[config.mk]
export PLATFORM = sky130hd
export DESIGN_NAME = fifo_wr_arbiter
export DESIGN_NICKNAME = d
export VERILOG_FILES = /design/src/rtl/fifo_wr_arbiter.sv
export SDC_FILE = /design/constraint.sdc
export NUM_CORES = 1
export LEC_CHECK = 0
export ABC_CLOCK_PERIOD_IN_PS = 2800
export CORE_UTILIZATION = 35
export CTS_BUF_LIST = sky130_fd_sc_hd__clkbuf_8
export CTS_CLUSTER_DIAMETER = 80
export CTS_CLUSTER_SIZE = 12
export DETAILED_ROUTE_END_ITERATION = 10
export MAX_ROUTING_LAYER = met4
export PLACE_DENSITY = 0.87
export SYNTH_ARGS = -nofsm -noshare
export SYNTH_HDL_FRONTEND = slang
export SYNTH_SLANG_ARGS = --single-unit
[constraint.sdc]
create_clock -name w_clk -period 2.8 [get_ports w_clk]
set_input_delay 0.42 -clock w_clk [delete_from_list [all_inputs] [get_ports w_clk]]
set_output_delay 0.42 -clock w_clk [all_outputs]
set_load 0.005 [all_outputs]
[src/rtl/fifo_wr_arbiter.sv]
// -----------------------------------------------------------------------------
// fifo_wr_arbiter
//   Write-side controller for the FIFO memory. NREQ requesters share the single
//   memory write port through round-robin arbitration with a bounded burst lock.
//   The block owns the binary/Gray write pointer and derives w_full from the
//   read pointer, which has already been synchronised into w_clk.
//
// Handshake: a word moves from requester i when req_valid[i] && req_ready[i]
//   in the same w_clk cycle. A requester keeps req_data stable while it is
//   valid and not ready. The memory captures w_data at w_addr on the same edge
//   that w_inc is high, so the write latency is zero cycles.
//
// Ports
//   w_clk, w_rst_n  write clock, asynchronous active-low reset
//   req_valid       per-requester word available
//   req_data        requester i data in bits [i*DATA_W +: DATA_W]
//   req_ready       per-requester accept, at most one bit set
//   rq2_gray_ptr    read pointer (Gray), synchronised to w_clk
//   w_data/w_inc    memory write data and strobe
//   w_full          FIFO full (registered)
//   w_addr          memory write address (low bits of the binary pointer)
//   w_gray_ptr      write pointer (Gray, registered), for read-domain sync
//   grant_id        requester granted now, or the last one granted
//   fsm_state       debug view of the arbiter FSM (0 = IDLE, 1 = LOCK)
// -----------------------------------------------------------------------------
module fifo_wr_arbiter #(
   parameter int DATA_W = 8,
   parameter int PTR_W  = 4,
   parameter int NREQ   = 2,
   parameter int BURST  = 2
) (
   input  logic                     w_clk,
   input  logic                     w_rst_n,
   input  logic [NREQ-1:0]          req_valid,
   input  logic [NREQ*DATA_W-1:0]   req_data,
   output logic [NREQ-1:0]          req_ready,
   input  logic [PTR_W-1:0]         rq2_gray_ptr,
   output logic [DATA_W-1:0]        w_data,
   output logic                     w_inc,
   output logic                     w_full,
   output logic [PTR_W-2:0]         w_addr,
   output logic [PTR_W-1:0]         w_gray_ptr,
   output logic [$clog2(NREQ)-1:0]  grant_id,
   output logic                     fsm_state
);

   localparam int ID_W = $clog2(NREQ);
   localparam int BCW  = $clog2(BURST + 1);

   typedef enum logic {IDLE = 1'b0, LOCK = 1'b1} state_t;

   state_t            state;
   logic [PTR_W-1:0]  wptr_bin;
   logic [ID_W-1:0]   last_id;     // owner of the current/last burst
   logic [ID_W-1:0]   last_grant;  // shown on grant_id while nobody is granted
   logic [BCW-1:0]    burst_cnt;

   logic              grant_valid;
   logic [ID_W-1:0]   gnt;
   int                search_idx;
   logic              transfer;
   logic [PTR_W-1:0]  bin_next;
   logic [PTR_W-1:0]  gray_next;
   logic [PTR_W-1:0]  full_target;

   // Grant selection. The lock holder keeps the port while it still has data
   // and has not used up its burst; otherwise search round-robin starting just
   // after last_id, so last_id itself is considered last.
   always_comb begin
      grant_valid = 1'b0;
      gnt         = '0;
      search_idx  = 0;
      if (state == LOCK && req_valid[last_id] && burst_cnt < BCW'(BURST)) begin
         grant_valid = 1'b1;
         gnt         = last_id;
      end else begin
         for (int k = 1; k <= NREQ; k++) begin
            search_idx = (int'(last_id) + k) % NREQ;
            if (!grant_valid && req_valid[search_idx]) begin
               grant_valid = 1'b1;
               gnt         = ID_W'(search_idx);
            end
         end
      end
   end

   // At most one ready bit, and none while the FIFO is full.
   always_comb begin
      req_ready = '0;
      if (grant_valid && !w_full) req_ready[gnt] = 1'b1;
   end

   assign transfer = |req_ready;
   assign w_inc    = transfer;
   assign w_data   = grant_valid ? req_data[gnt*DATA_W +: DATA_W] : '0;
   assign grant_id = grant_valid ? gnt : last_grant;

   // Full compares the pointer as it will be after this cycle's write against
   // the read pointer advanced by one full lap (top two Gray bits inverted).
   assign bin_next    = wptr_bin + {{(PTR_W-1){1'b0}}, transfer};
   assign gray_next   = bin_next ^ (bin_next >> 1);
   assign full_target = {~rq2_gray_ptr[PTR_W-1:PTR_W-2], rq2_gray_ptr[PTR_W-3:0]};

   assign w_addr    = wptr_bin[PTR_W-2:0];
   assign fsm_state = (state == LOCK);

   always_ff @(posedge w_clk or negedge w_rst_n) begin
      if (!w_rst_n) begin
         state      <= IDLE;
         wptr_bin   <= '0;
         w_gray_ptr <= '0;
         w_full     <= 1'b0;
         last_id    <= ID_W'(NREQ - 1);
         last_grant <= '0;
         burst_cnt  <= '0;
      end else begin
         wptr_bin   <= bin_next;
         w_gray_ptr <= gray_next;
         w_full     <= (gray_next == full_target);
         if (transfer) last_grant <= gnt;

         case (state)
            IDLE: begin
               if (transfer) begin
                  state     <= LOCK;
                  last_id   <= gnt;
                  burst_cnt <= BCW'(1);
               end
            end
            LOCK: begin
               if (!transfer) begin
                  // last_id is kept so the next search still starts after it
                  state     <= IDLE;
                  burst_cnt <= '0;
               end else if (gnt == last_id) begin
                  // A lone requester may keep winning the search; saturate.
                  if (burst_cnt < BCW'(BURST)) burst_cnt <= burst_cnt + 1'b1;
               end else begin
                  last_id   <= gnt;
                  burst_cnt <= BCW'(1);
               end
            end
            default: state <= IDLE;
         endcase
      end
   end

endmodule

==> results of run 1 <==
[area by class of cell]
| class | count | area, um^2 |
|---|---|---|
| Clock buffer | 3 | 41.29 |
| Clock inverter | 1 | 5.005 |
| Fill cell | 170 | 721.9 |
| Inverter | 2 | 7.507 |
| Multi-Input combinational cell | 56 | 390.4 |
| Sequential cell | 13 | 326.6 |
| Tap cell | 27 | 33.78 |
| Timing Repair Buffer | 46 | 455.4 |
[per-stage QoR]
stage          hold WS [ns]  utilization [%]  power, mW
6_report             0.5145            63.57      1.107
5_1_grt              0.5526            63.57      1.197
4_1_cts              0.5262            63.57      1.121
3_5_place_dp         0.5152            61.24     0.9498
3_3_place_gp         0.4860            61.24     0.9318
2_1_floorplan        0.1244                -     0.6803
[cells by family (layout without fill, tap and decap cells)]
kind of cell / after synthesis / after routing / synth area share, %
AO/OA/AOI/OAI: 11 / 11 / 9.814
XOR/XNOR: 12 / 12 / 15.23
adder cells (fa/ha/maj): 2 / 2 / 3.384
buffers and inverters: 4 / 52 / 3.045
flip-flops: 13 / 13 / 44.16
multiplexers: 8 / 8 / 10.83
AND/OR/NAND/NOR: 23 / 23 / 13.54
[metal layers]
layer / GRT usage [%] / vias to the layer above / wire, um
met2: 28.92 / 29 / 874
met4: 7.222 / 0 / 0
li1: - / 344 / -
met1: 18.87 / 321 / 749
met5: - / - / 0
met3: 5.283 / 0 / 153
[final timing paths]
path	end	slack [ns]
max in group asynchronous	last_id	1.89
hold reg to reg	last_grant	0.51
setup / recovery	w_data[3]	0.33
min in group asynchronous	w_gray_ptr[1]	0.54
setup reg to reg	w_full	0.74
hold / removal	last_grant	0.51
[power by group through the flow]
| stage | sequential [mW] | clock, mW | combinational (mW) |
|---|---|---|---|
| 3_5_place_dp | 0.349 | 0 | 0.601 |
| 6_report | 0.347 | 0.162 | 0.599 |
| 5_1_grt | 0.360 | 0.176 | 0.662 |
| 3_3_place_gp | 0.345 | 0 | 0.587 |
| 2_1_floorplan | 0.342 | 0 | 0.338 |
| 4_1_cts | 0.349 | 0.165 | 0.607 |
[registers in the layout, summed over array words and instances, names as in the netlist]
signal      count
burst_cnt       2
fsm_state       1
last_grant      1
last_id         1
w_full          1
w_gray_ptr      4
wptr_bin        3
[layout by cell type, fill, tap and decap left out]
cell	instances
nand2_1	5
nor3_1	1
nor2_1	11
mux2i_1	8
clkinv_2	1
xnor2_1	5
a21oi_1	2
dfrtp_1	12
inv_1	2
a21o_2	1
xor2_2	1
o211ai_1	1
o21ai_0	5
or3_1	1
xor2_1	6
and3_1	1
a211oi_2	1
ha_1	2
dfstp_2	1
buf_4	2
nand2b_1	1
and2_1	1
clkbuf_8	3
a2111oi_0	1
clkdlybuf4s50_1	44
nand3_1	2
[critical path, delay by kind of cell]
family / cells / cell delay, ns
buffers and inverters: 3 / 1.07
and+or+nand+nor: 1 / 0.10
muxes: 1 / 0.15
AOI/OAI and AO/OA: 1 / 0.31
==> impl_metrics.tcl, run 1 <==
set metrics [dict create \
    syn_area_um2 739.5 \
    critPathKind "in -> out" \
    worstSetupEndpointType "output pin" \
    drv_cap 0 \
    cts_tree "done" \
    yosys.cell_types.count 24 \
    path_common_cell "clkdlybuf4s50_1" \
    drt_iter0_drc 2 \
    pwr-share-seq_pct 31.3 \
    final.setup.worst_slack_ns 0.3296 \
    ir_drop_mv 0.5832 \
    viasPerCell 4.689 \
    max_slew_margin_pct 62.76 \
    dieArea_mm2 0.002301 \
    die_h_um 47.97 \
    netlist.area_leader.share_pct 40.61 \
    gp_congestion 0.7208 \
    synth_area_leaders "dfrtp_1, mux2i_1, xor2_1, xnor2_1, nor2_1" \
    place_area_mm2 0.001214 \
    rows 16 \
    drive_gt1_share_pct 8.264 \
    hp-start "last_grant" \
    drv_slew 0 \
    syn_inst 73 \
    synth_largest_area_cell "dfrtp_1" \
    hold_depth 2 \
    setup_viol 0 \
    cts_buffers 3 \
    startpoint "req_valid[1]" \
    hpwl_mm 1.437 \
    synth-seq-cells 13 \
    synth_common_cells "dfrtp_1, nor2_1, mux2i_1, xor2_1" \
    leakagePower_nw 0.5557 \
    status "complete, no violations" \
    synth_edf_count 0 \
    grt_pass1_wl_mm 2.573 \
    ant_nets 0 \
    clk_pin_slew_worst_paths_ns 0.05 \
    switching_share_pct 34.78 \
    cts_buffer_depth 2 \
    drc_errors 0 \
    startpoint_type "input pin" \
    power_density_mw_per_mm2 878.7 \
    ys_seq_area_share_pct 44.16 \
    io_pins 45 \
    clkSinkCount 13 \
    htree_levels 1 \
    min_period_ns 2.470 \
    required_ns 2.38 \
    dp.cells 144 \
    worst_r2r_startpoint "w_full" \
    wl_per_cell_um 12.01 \
    holdCritPathClass "reg -> reg" \
    cp_max_fo 13 \
    final_net_count 148 \
    crit_slowest_cell "clkdlybuf4s50_1" \
    start_util_pct 37.31 \
    drt_wl_total_mm 1.777 \
    crit_arrival_ns 2.05 \
    overflow 0 \
    fin_crit_sh_pct 88.23 \
    r2r_cells 7 \
    timing.fmax_mhz 404.8 \
    track_usage_pct 17.27 \
    avgSynthCellArea_um2 10.13 \
    hold_violations 0 \
    finalSetupTns_ns 0 \
    finalClockSkew_ns 0.002213 \
    internal_power_uw 722.1 \
    vias 694 \
    syn_nets 99 \
    yosys_most_used_dff "dfrtp_1" \
    clk_latency_ns 0.24 \
    crit_chain "clkdlybuf4s50_1, inv_1, a21o_2, mux2i_1, nor2_1, clkdlybuf4s50_1" \
    p_switching_uw 385.1 \
    crit_path_max_incr_delay_ns 0.51 \
    clkPwrFrac_pct 14.6 \
    die_x_um 47.97 \
    rsz0062_at_grt "no" \
    fin_area_mm2 0.001260 \
    cts_resized 0 \
    cts_setup_buffers 0 \
    holdBufCountCts 0 \
    ys_warn_count 0 \
    antenna_found_initial 0 \
    drt_first_pass_iters 3 \
    stdcell_count 148 \
    post-place-ws_ns 0.1555 \
    antennaDiodeCount 0 \
    syn2layout_area_growth_pct 70.39 \
    comb_power_share_pct 54.1 \
    grt_start_max_net_pins 14 \
    tightest_slew_ns 0.5569 \
    core_mm2 0.001982 \
    yosysMostFrequentCell "dfrtp_1" \
    root_buffer "clkbuf_8" \
    async_flop_share_pct 100.0 \
    place.port_buffers 44 \
    grt_pass1_vias 638 \
]
(Power assumes the default switching activity.)
==> inputs of run 2 (changes only) <==
SKIP_LAST_GASP = 1   (was default)
==> results of run 2 <==
The final DEF is identical to that of run 1; final timing and power are the same.
